--- src/rtl/proximity_sensor_encoder.sv ---
// Alternating front/rear ultrasonic ranging: trigger, time the echo, quantise to 5-bit distance codes.
// Optional DIST_FILTER_EN: publish a measurement only when it repeats the previous code for that side.
module proximity_sensor_encoder #(
    parameter int TRIG_CYCLES    = 10,
    parameter int TICKS_PER_FOOT = 16,
    parameter int ECHO_TIMEOUT   = 512,
    parameter int PING_GAP       = 64
) (
    input  logic       CLK,
    input  logic       RST,
    input  logic       enable,
    input  logic       echo_front,
    input  logic       echo_rear,
    output logic       trig_front,
    output logic       trig_rear,
    output logic       front,
    output logic       rear,
    output logic [4:0] distance,
    output logic       distance_valid,
    output logic       meas_side,
    output logic       timeout_err
);
    localparam int CW = 16;
    localparam int TW = $clog2(TICKS_PER_FOOT);
    localparam logic [CW-1:0] GAP_LAST     = CW'(PING_GAP - 1);
    localparam logic [CW-1:0] TRIG_LAST    = CW'(TRIG_CYCLES - 1);
    localparam logic [CW-1:0] TIMEOUT_LAST = CW'(ECHO_TIMEOUT - 1);
    localparam logic [CW-1:0] CNT_ONE      = CW'(1);
    localparam logic [TW-1:0] TICK_LAST    = TW'(TICKS_PER_FOOT - 1);
    localparam logic [TW-1:0] TICK_ONE     = TW'(1);
    localparam logic [4:0]    FEET_MAX     = 5'd21;

    typedef enum logic [2:0] {
        S_IDLE,
        S_TRIG,
        S_WAIT,
        S_MEAS,
        S_REPORT
    } state_t;

    state_t        state_reg, state_next;
    logic          side_reg, side_next;
    logic [CW-1:0] cnt_reg, cnt_next;
    logic [TW-1:0] tick_reg, tick_next;
    logic [4:0]    feet_reg, feet_next;
    logic          echo_prev_reg;
    logic          report_go, report_timeout, accept;
    logic [5:0]    result;

    logic       trig_front_reg, trig_rear_reg, front_reg, rear_reg;
    logic [4:0] distance_reg;
    logic       distance_valid_reg, meas_side_reg, timeout_err_reg;

    logic [1:0] echo_raw, echo_sync;
    logic       echo_sel, echo_rise;

    assign echo_raw = {echo_rear, echo_front};

    genvar gi;
    generate
        for (gi = 0; gi < 2; gi++) begin : g_sync
            logic meta_reg, sync_reg;
            always_ff @(posedge CLK or posedge RST) begin
                if (RST) begin
                    meta_reg <= 1'b0;
                    sync_reg <= 1'b0;
                end else begin
                    meta_reg <= echo_raw[gi];
                    sync_reg <= meta_reg;
                end
            end
            assign echo_sync[gi] = sync_reg;
        end
    endgenerate

    // Only the side being pinged is listened to; an echo already high on entry never makes a rise
    assign echo_sel  = echo_sync[side_reg];
    assign echo_rise = echo_sel && !echo_prev_reg;

    // Result packing: {object_present, distance_code}
    function automatic logic [5:0] quantise(input logic [4:0] ft);
        logic [5:0] q;
        if (ft == 5'd0)       q = 6'b10_0000;
        else if (ft <= 5'd5)  q = {1'b1, ft};
        else if (ft <= 5'd10) q = {1'b1, 5'd10};
        else if (ft <= 5'd15) q = {1'b1, 5'd15};
        else if (ft <= 5'd20) q = {1'b1, 5'd20};
        else                  q = 6'd0;
        return q;
    endfunction

    assign result = report_timeout ? 6'd0 : quantise(feet_reg);

    always_ff @(posedge CLK or posedge RST) begin
        if (RST) begin
            state_reg     <= S_IDLE;
            side_reg      <= 1'b0;
            cnt_reg       <= '0;
            tick_reg      <= '0;
            feet_reg      <= '0;
            echo_prev_reg <= 1'b0;
        end else begin
            state_reg     <= state_next;
            side_reg      <= side_next;
            cnt_reg       <= cnt_next;
            tick_reg      <= tick_next;
            feet_reg      <= feet_next;
            echo_prev_reg <= echo_sel;
        end
    end

    always_comb begin
        state_next     = state_reg;
        side_next      = side_reg;
        cnt_next       = cnt_reg;
        tick_next      = tick_reg;
        feet_next      = feet_reg;
        report_go      = 1'b0;
        report_timeout = 1'b0;
        if (!enable && state_reg != S_REPORT) begin
            state_next = S_IDLE;
            cnt_next   = '0;
        end else begin
            case (state_reg)
                S_IDLE: begin
                    if (cnt_reg == GAP_LAST) begin
                        state_next = S_TRIG;
                        cnt_next   = '0;
                    end else begin
                        cnt_next = cnt_reg + CNT_ONE;
                    end
                end
                S_TRIG: begin
                    if (cnt_reg == TRIG_LAST) begin
                        state_next = S_WAIT;
                        cnt_next   = '0;
                    end else begin
                        cnt_next = cnt_reg + CNT_ONE;
                    end
                end
                S_WAIT: begin
                    // The rising cycle is itself the first echo-high tick
                    if (echo_rise) begin
                        state_next = S_MEAS;
                        cnt_next   = CNT_ONE;
                        tick_next  = TICK_ONE;
                        feet_next  = '0;
                    end else if (cnt_reg == TIMEOUT_LAST) begin
                        state_next     = S_REPORT;
                        report_go      = 1'b1;
                        report_timeout = 1'b1;
                    end else begin
                        cnt_next = cnt_reg + CNT_ONE;
                    end
                end
                S_MEAS: begin
                    if (!echo_sel) begin
                        state_next = S_REPORT;
                        report_go  = 1'b1;
                    end else if (cnt_reg == TIMEOUT_LAST) begin
                        state_next     = S_REPORT;
                        report_go      = 1'b1;
                        report_timeout = 1'b1;
                    end else begin
                        cnt_next = cnt_reg + CNT_ONE;
                        if (tick_reg == TICK_LAST) begin
                            tick_next = '0;
                            if (feet_reg != FEET_MAX) feet_next = feet_reg + 5'd1;
                        end else begin
                            tick_next = tick_reg + TICK_ONE;
                        end
                    end
                end
                S_REPORT: begin
                    state_next = S_IDLE;
                    cnt_next   = '0;
                    side_next  = ~side_reg;
                end
                default: begin
                    state_next = S_IDLE;
                    cnt_next   = '0;
                end
            endcase
        end
    end

`ifdef DIST_FILTER_EN
    logic [1:0] filt_match;
    generate
        for (gi = 0; gi < 2; gi++) begin : g_filt
            logic [5:0] code_reg;
            logic       valid_reg;
            always_ff @(posedge CLK or posedge RST) begin
                if (RST) begin
                    code_reg  <= '0;
                    valid_reg <= 1'b0;
                end else if (report_go && side_reg == 1'(gi)) begin
                    code_reg  <= result;
                    valid_reg <= 1'b1;
                end
            end
            assign filt_match[gi] = valid_reg && (code_reg == result);
        end
    endgenerate
    assign accept = filt_match[side_reg];
`else
    assign accept = 1'b1;
`endif

    // Outputs register on the transition into REPORT so the strobe coincides with the REPORT cycle
    always_ff @(posedge CLK or posedge RST) begin
        if (RST) begin
            trig_front_reg     <= 1'b0;
            trig_rear_reg      <= 1'b0;
            front_reg          <= 1'b0;
            rear_reg           <= 1'b0;
            distance_reg       <= '0;
            distance_valid_reg <= 1'b0;
            meas_side_reg      <= 1'b0;
            timeout_err_reg    <= 1'b0;
        end else begin
            trig_front_reg     <= (state_next == S_TRIG) && !side_next;
            trig_rear_reg      <= (state_next == S_TRIG) && side_next;
            distance_valid_reg <= report_go && accept;
            timeout_err_reg    <= report_timeout;
            if (report_go && accept) begin
                meas_side_reg <= side_reg;
                distance_reg  <= result[4:0];
                if (side_reg) rear_reg <= result[5];
                else          front_reg <= result[5];
            end
        end
    end

    assign trig_front     = trig_front_reg;
    assign trig_rear      = trig_rear_reg;
    assign front          = front_reg;
    assign rear           = rear_reg;
    assign distance       = distance_reg;
    assign distance_valid = distance_valid_reg;
    assign meas_side      = meas_side_reg;
    assign timeout_err    = timeout_err_reg;

endmodule

--- config.mk ---
export PLATFORM = sky130hd
export DESIGN_NAME = proximity_sensor_encoder
export DESIGN_NICKNAME = d
export VERILOG_FILES = /design/src/rtl/proximity_sensor_encoder.sv
export SDC_FILE = /design/constraint.sdc
export NUM_CORES = 1
export LEC_CHECK = 0
export ABC_AREA = 1
export ABC_CLOCK_PERIOD_IN_PS = 3700
export BUFFER_PORTS_ARGS = -buffer_cell sky130_fd_sc_hd__buf_2
export CORE_MARGIN = 2
export CORE_UTILIZATION = 60
export CTS_CLUSTER_SIZE = 14
export DETAILED_ROUTE_END_ITERATION = 7
export PLACE_DENSITY = 0.88
export SLEW_MARGIN = 20
export SYNTH_ARGS = -nofsm -noshare
export SYNTH_HDL_FRONTEND = slang
export SYNTH_SLANG_ARGS = --single-unit
--- constraint.sdc ---
create_clock -name CLK -period 3.7 [get_ports CLK]
set_input_delay 0.555 -clock CLK [delete_from_list [all_inputs] [get_ports CLK]]
set_output_delay 0.555 -clock CLK [all_outputs]
set_load 0.01 [all_outputs]
* Word-level counts from Yosys, hierarchy flattened *
Index checks and enable logic that the tools add are counted.

cells by class
  $add $sub $neg = 3
  magnitude comparators = 5
  equality and inequality tests = 17
  muxes and demuxes = 43
  bitwise gates (word level) = 2
  reduce and logical (&&, ||, !) cells = 14

operator list
  operator                                                        number
  2-to-1 mux 16 bit                                               6
  one-hot mux 16 bit (4 select lines)                             1
  2-to-1 mux 6 bit                                                6
  2-to-1 mux 5 bit                                                5
  2-to-1 mux 3 bit                                                6
  adder 16 x 1 -> 16 bit, second input constant                   1
  == test 16 x 4 -> 1 bit, second input constant                  1
  == test 16 x 6 -> 1 bit, second input constant                  1
  == test 16 x 9 -> 1 bit, second input constant                  1
  2-to-1 mux 4 bit                                                4
  one-hot mux 3 bit (4 select lines)                              1
  less-or-equal comparator 5 x 4 -> 1 bit, second input constant  2
  2-to-1 mux 1 bit                                                10
  inequality test 2 bit, second input constant                    5
  one-hot mux 5 bit (2 select lines)                              1
  one-hot mux 4 bit (2 select lines)                              1
  AND reduction 7 bit                                             1
  == test 3 x 1 -> 1 bit, second input constant                   2
  == test 3 x 2 -> 1 bit, second input constant                   2
  inequality test 3 bit, second input constant                    2
  adder 5 x 1 -> 5 bit, second input constant                     1
  less-or-equal comparator 5 x 3 -> 1 bit, second input constant  1
  less-or-equal comparator 5 bit, second input constant           1
  zero test 5 bit                                                 1
  other kinds (13)                                                21

storage, ports and cells
  register bits after elaboration = 46
  input port bits = 5

* Longest topological paths before layout *
Gate-level depths: netlist of run 1.

  word-level depth = 8
  mapped depth = 13
  mapped depth without buffers = 13

* Worst setup path before layout of run 1 *
No wires, ideal clock.

  kind = reg-to-reg
  start point = reg cnt_reg[0]
  end point = reg distance_reg[1], in the netlist distance[1]
  data arrival time = 1.550 ns
  data required time = 3.580 ns
  path slack = 2.030 ns
  cell stages (with the launch flop) = 12
  path buffers = 1
  path through = dfrtp_1 ha_1 nand2_2 nor2_8 nand2_4 nor2_8 nand2_4 nand2_2 nand2_2 buf_6 nand2_1 o21ai_2

on the way
  cells in the longest elaborated chain, start to end = 6

RTL lines
  what                                 line      text
  start: declaration                   43        logic [CW-1:0] cnt_reg, cnt_next;
  start signal: assignment             105       cnt_reg <= cnt_next;
  == test 16 x 9 -> 1 bit *            148, 160
  2-to-1 mux 1 bit *                   148, 160
  2-to-1 mux 1 bit (on tied branches)  157, 143
  one-hot mux 1 bit (2 select lines)   124       case (state_reg)
  2-to-1 mux 1 bit                     120       if (!enable && state_reg != S_REPORT) begin
  2-to-1 mux 6 bit                     92        assign result = report_timeout ? 6'd0 : quantise(feet_reg);
  end signal: assignment               228       distance_reg <= result[4:0];
  end: declaration                     51        logic [4:0] distance_reg;

Every way passes the cells marked *; elsewhere a longest branch is shown, timed or not.
A chain may end at the register's enable or synchronous reset.

* Final worst setup path of run 1 *
  start point = reg state_reg[0]
  end point = reg cnt_reg[13]

on the way
  cells in the longest elaborated chain, start to end = 3

RTL lines
  what                                                                             line      text
  start: declaration                                                               41        state_t state_reg, state_next;
  start signal: assignment                                                         103       state_reg <= state_next;
  == test 3 x 2 -> 1 bit (tied with other cells)                                   124
  one-hot mux 16 bit (4 select lines) / logical AND 1 bit (equally long branches)  124, 120
  2-to-1 mux 16 bit / inequality test 3 bit (equally long branches)                n/a

Parallel ways exist; a longest one is shown, timed or not.

==> metrics, run 1 <==
status=complete, no violations; pin slew with the least headroom to its limit=779 ps; H-tree levels=2; Hold Buf Count CTS=0; nature of the critical path endpoint=register; IO Pins=17; period utilization=0.647; Req. time, crit path=3900 ps; Final min period=2400 ps; GRT overflow=0; hpwl dp=5360 um; Initial DRT Pass Iterations=5; Setup Fix Bufs, Post-CTS=0; Max Buffers Root-to-Sink=2; Synth Cell Area=0.00313 mm^2; Arr. time, crit path=2600 ps; worst-path maximum fanout=14; CTS Root Buffer Type=clkbuf_8; Gate Count Post-Synth=447; detailed-route via count=2959; Yosys cell types=31; GR Util met2=0.452; Die Wd=around 76 um; Largest register FFs=16; Reg2Reg Depth=8; max cap viols=0; Worst R2R End=cnt_reg[13]; Die Ht=76.2 um; syn avg cell area=around 7 um^2; Sink Count=46; Die Footprint=roughly 0.0058 mm^2; RSZ-0062 raised after global routing=false; Gates resized, CTS repair=0; number of global-route vias before repair=~2800; Max-slew headroom=0.480; layout cells sized above 1=0.131; Nets=476; synth-to-layout area growth=7.72%; Reg2Reg Setup Slack=1300 ps; met3 GRT Util=0.0355; CTS Buf Count=5; pwr dens=281 mW/mm^2; GRT Resource Usage Total=0.264; initial antenna violation count=0; Final Hold Vio Count=0; core area=0.00507 mm^2; Setup crit start kind=register; Worst Skew=17.9 ps; Leak=1.90 nW; worst skew pair latency=310 ps; wire length per cell=between 10 and 15 um; Starting Density=0.616; Clk pin slew, worst setup/hold paths=100 ps; WS Path Type=reg2reg; dpl ws=1380 ps; PnR worst setup slack=1300 ps; RR Startpoint=state_reg[0]; CTS tree=done; Final Core Density=0.664; setup TNS=0 ps; first-pass GRT wire length=around 13000 um; n_diodes=0; Seq/Total Area, Yosys=0.368; Slew Limit Fails=0; maximum VDD drop=0.273 mV; Setup-failing EPs final=0; largest net degree at the start of global routing=between 40 and 50; register bit total from synthesis=46; number of remaining DRC errors=0; Synthesis Warnings=0; Fmax=0.417 GHz; ANT nets after route=0; vias per inst=~5.5; met1 GRT Util=0.351; row cnt=26; drt initial violations=approximately 280; Hold WS=345 ps; Buffers on Ports=16; routability cong.=about 0.95; gr busiest metal=met2; final WL=a little over 7000 um; worst hold path class=in2async; syn_nets=460
==> Yosys cell counts <==
library cell    n  share of area
nor2_4          2         0.0072
nand3_4         1         0.0056
xor2_1          3         0.0084
nor2_8          2          0.013
nor3b_1         1         0.0024
a21boi_2        1         0.0036
nor2_1         44          0.053
o21ai_0        12          0.019
inv_2           6         0.0072
nor2_2          4         0.0080
nand2_1       127           0.15
nor3_1          8          0.013
nand2_2         9          0.018
inv_1          56          0.067
dfrtp_1        46           0.37
buf_2           5         0.0080
clkbuf_1        1         0.0012
nand3b_1        2         0.0048
a21oi_1        11          0.018
nor4_1          3         0.0060
o21bai_1        1         0.0024
o211ai_1       11          0.026
ha_1            8          0.032
nand4_1        10          0.020
buf_4           2         0.0048
nand3_2         1         0.0032
o21ai_1         4         0.0064
buf_6           1         0.0036
nand2_4         5          0.018
o21ai_2         3         0.0084
nand3_1        57          0.091
==> worst max path at each step <==
stage / slack [ps] / startpoint / depth (start not counted) / end
after global routing: 1100 / state_reg[0] / 8 / cnt_reg[13]
after global placement: 1500 / state_reg[0] / 8 / cnt_reg[13]
after CTS: 1360 / state_reg[0] / 8 / cnt_reg[13]
final: 1300 / state_reg[0] / 8 / cnt_reg[13]
after floorplan: 2030 / cnt_reg[0] / 11 / distance[1]
after detailed placement: 1380 / state_reg[0] / 8 / cnt_reg[13]
==> worst max-delay path, stage by stage (launching register included) <==
cell and delay [ps]:
dfrtp_1 570, inv_1 140, nor2_2 430, nand2_2 180, nor2_2 510, nor2_1 140, nand2_1 110, xor2_1 140
nor2_1 50
==> logic make-up after synthesis <==
kind of cell / after synthesis / share of synthesized area
AND/OR/NAND/NOR: 276 / 0.415
buffers and inverters: 71 / 0.0920
adder cells (fa/ha/maj): 8 / 0.0320
flip-flops: 46 / 0.368
AO/OA/AOI/OAI: 43 / 0.0840
XOR/XNOR: 3 / 0.00840
==> cells in the final DEF (no fill, tap or decap) <==
master	count
nand2_4	5
clkbuf_8	5
nor2_4	2
xor2_1	3
clkinv_2	2
nand3_4	1
a21boi_2	1
inv_2	6
nor2_2	4
nand2_2	9
a21oi_1	11
o21ai_1	4
buf_4	2
o21ai_0	12
ha_1	8
nand2_1	127
nor2_8	2
dfrtp_1	46
nand3_2	1
bufinv_16	1
o211ai_1	11
nor4_1	3
nand4_1	10
o21bai_1	1
nor3_1	8
o21ai_2	3
nand3b_1	2
inv_6	1
inv_1	55
nand3_1	57
buf_2	16
nor2_1	44
nor3b_1	1
==> power breakdown <==
group | internal (mW) | switching (mW) | total, mW | leakage, nW
registers | 0.509 | 0.00665 | 0.516 | 0.610
logic | 0.0136 | 0.0337 | 0.0473 | 1.24
clock network | 0.203 | 0.181 | 0.383 | 0.0585
==> per-stage QoR <==
step / area (um^2) / instances / power (mW)
floorplan: 3130 / 447 / 0.559
global placement: 3250 / 526 / 0.572
detailed placement: 3250 / 526 / 0.573
CTS: 3370 / 534 / 0.958
global route: 3370 / 534 / 0.990
finish: 3370 / 534 / 0.946
==> final cells by class <==
cell class                 instances  area (um^2)
multi-input combinational        330         1690
fill                             446         1710
inverter                          62          234
timing repair buffer              18         95.1
clock inverter                     3         43.8
clock buffer                       5         68.8
sequential                        46         1150
tap                               70         87.6
==> per-layer routing <==
| metal | up-vias | part of all wire |
|---|---|---|
| met2 | 129 | 0.49 |
| met3 | 13 | 0.060 |
| met4 | 0 | 0.013 |
| li1 | 1466 | - |
| met5 | - | 0 |
| met1 | 1351 | 0.44 |
No activity file was read; power rests on OpenSTA's default activity.
==> run 2: changes to the inputs <==
Settings changed: ABC_CLOCK_PERIOD_IN_PS 3700 to 2420.
Clock period 3.7 ns to 2.42 ns, I/O delays scaled along.
==> run 2 against run 1 <==
  * Global-route usage up 1.9 points
  * Final cell count is 0.94% higher
  * Total power up 46%
  * Clock power increased by 34%
  * Combinational power rose by 65%
  * Register-to-register slack worse by 970 ps
  * Cell area grew 0.56%
  * Wire length rose by 5.7%
  * Sequential share of layout area decreased by 0.19 points
  * Via count grew 4.1%
  * Critical path type unchanged
  * Critical endpoint is now rear
  * Largest cell class unchanged
==> metrics, run 2 (same netlist as run 1, synthesis figures left out) <==
fillcell total=439 (-1.6%); max cap viols=0 (unchanged); Final Hold Vio Count=0 (unchanged); dpl ws=382 ps (-1000 ps); Die Ht=76.2 um (unchanged); most frequent cells in the layout=127 x nand2_1, 57 x nand3_1, 55 x inv_1; largest net degree at the start of global routing=26 (-45%); initial antenna violation count=0 (unchanged); row cnt=26 (unchanged); slowest cell on the critical path=dfrtp_1; H-tree levels=2 (unchanged); Initial DRT Pass Iterations=5 (unchanged); Setup crit end=rear; WS Path Type=reg2reg; worst setup path start=cnt_reg[0]; CTS tree=done; wire length per cell=14.1 um (+4.7%); Gates resized, CTS repair=0 (unchanged); drt initial violations=255 (-8.6%); Setup crit start kind=register; Sink Count=46 (unchanged); vias per inst=5.71 (+3.1%); Worst R2R End=rear; synth-to-layout area growth=8.32%; Slew Limit Fails=0 (unchanged); Max Buffers Root-to-Sink=2 (unchanged); first-pass GRT wire length=13500 um (+8.0%); top cell family by delay on the critical path=simple AND/OR/NAND/NOR gates; pin slew with the least headroom to its limit=519 ps (-260 ps); Die Footprint=0.00580 mm^2 (unchanged); layout cells sized above 1=0.141 (+0.00926); commonest non-fill, non-tap cell in the layout=nand2_1; Buffers on Ports=16 (unchanged); GRT Resource Usage Total=0.284 (+0.0193); status=complete, no violations; Final min period=2080 ps (-312 ps); Starting Density=0.616 (unchanged); Worst Skew=14.3 ps (-3.66 ps); Die Wd=76.2 um (unchanged); Req. time, crit path=2640 ps (-1260 ps); Clk pin slew, worst setup/hold paths=110 ps (about the same); Arr. time, crit path=2300 ps (-300 ps); Largest register FFs=16 (unchanged); routability cong.=0.909 (-4.0%); CTS Buf Count=5 (unchanged); core area=0.00507 mm^2 (unchanged); Max-slew headroom=0.653 (+0.173); hpwl dp=5800 um (+8.2%); PnR worst setup slack=336 ps (-968 ps); RSZ-0062 raised after global routing=false; Reg2Reg Setup Slack=340 ps (-970 ps); Worst path depth=12 (+4); worst hold path class=in2async; n_diodes=0 (unchanged); number of remaining DRC errors=0 (unchanged); Reg2Reg Depth=12 (+4); Setup-failing EPs final=0 (unchanged); number of global-route vias before repair=3007 (+9.2%); Buf/Inv on CP=1 (unchanged); worst skew pair latency=310 ps (about the same); GRT overflow=0 (unchanged); IO Pins=17 (unchanged); final WL=7580 um (+5.7%); Fmax=0.480 GHz (+15%); Hold Buf Count CTS=0 (unchanged); setup TNS=0 ps (unchanged); maximum VDD drop=0.358 mV (+31%); CTS Root Buffer Type=clkbuf_8; worst-path maximum fanout=13 (-1); Setup Fix Bufs, Post-CTS=0 (unchanged); pwr dens=408 mW/mm^2 (+45%); Nets=481 (+1.1%); Leak=1.92 nW (+0.88%); ANT nets after route=0 (unchanged); slowest stage delay, CP=500 ps (-70 ps); CP cell instances=ha_1 -> nand2_2 -> nor2_8 -> nand2_4 -> nor2_8 -> nand2_4 -> nand2_2 -> nand2_2 -> inv_2 -> nand2_1 -> nand2_1 -> nand2_1; nature of the critical path endpoint=register; period utilization=0.861 (+0.214); RR Startpoint=cnt_reg[0]; detailed-route via count=3079 (+4.1%)
[run 2: changes by cell type in the layout (fill, tap and decap cells not counted)]
cell and delta:
buf_4 +5, bufinv_16 -1, clkinv_2 -2, inv_2 +1, inv_6 +2
[run 2: area by class of cell]
type                            instances  area (um^2)  area share
Multi-Input combinational cell        330         1690       0.498
Clock inverter                          3         26.3     0.00776
Inverter                               62          233      0.0687
Clock buffer                            5         68.8      0.0203
Tap cell                               70         87.6      0.0259
Timing Repair Buffer                   23          133      0.0392
Sequential cell                        46         1150       0.340
[run 2: per-layer routing]
| metal | vias to the layer above | global-route usage | share of wire |
|---|---|---|---|
| met5 | - | 0 | 0 |
| met4 | 0 | 0.111 | 0.030 |
| met3 | 27 | 0.0533 | 0.069 |
| met2 | 149 | 0.472 | 0.47 |
| met1 | 1417 | 0.369 | 0.43 |
| li1 | 1486 | - | - |
[run 2: through the flow]
step / instances / total power, mW / instance area [um^2] / hold WS, ps / utilization
4_1_cts: 539 / 1.39 / 3390 / 68.7 / 0.667
6_report: 539 / 1.38 / 3390 / 64.5 / 0.667
2_1_floorplan: 447 / 0.855 / 3130 / 331 / -
3_5_place_dp: 531 / 0.881 / 3290 / 345 / 0.649
3_3_place_gp: 531 / 0.878 / 3290 / 344 / 0.649
5_1_grt: 539 / 1.44 / 3390 / 110 / 0.667
[run 2: worst min path at each step]
stage / endpoint / from / slack, ps
after floorplan: g_sync[0].sync_reg / g_sync[0].meta_reg / 330
after global placement: g_sync[1].sync_reg / g_sync[1].meta_reg / 340
after detailed placement: g_sync[1].sync_reg / g_sync[1].meta_reg / 350
after CTS: rear / RST / 70
after global routing: rear / RST / 110
final: timeout_err / RST / 60
[run 2: where the power goes]
part	switching, mW	internal [mW]	leakage (nW)	total, mW
registers	0.0105	0.779	0.610	0.789
clock network	0.299	0.215	0.0495	0.515
logic	0.0540	0.0239	1.26	0.0779
total	0.364	1.02	1.92	1.38
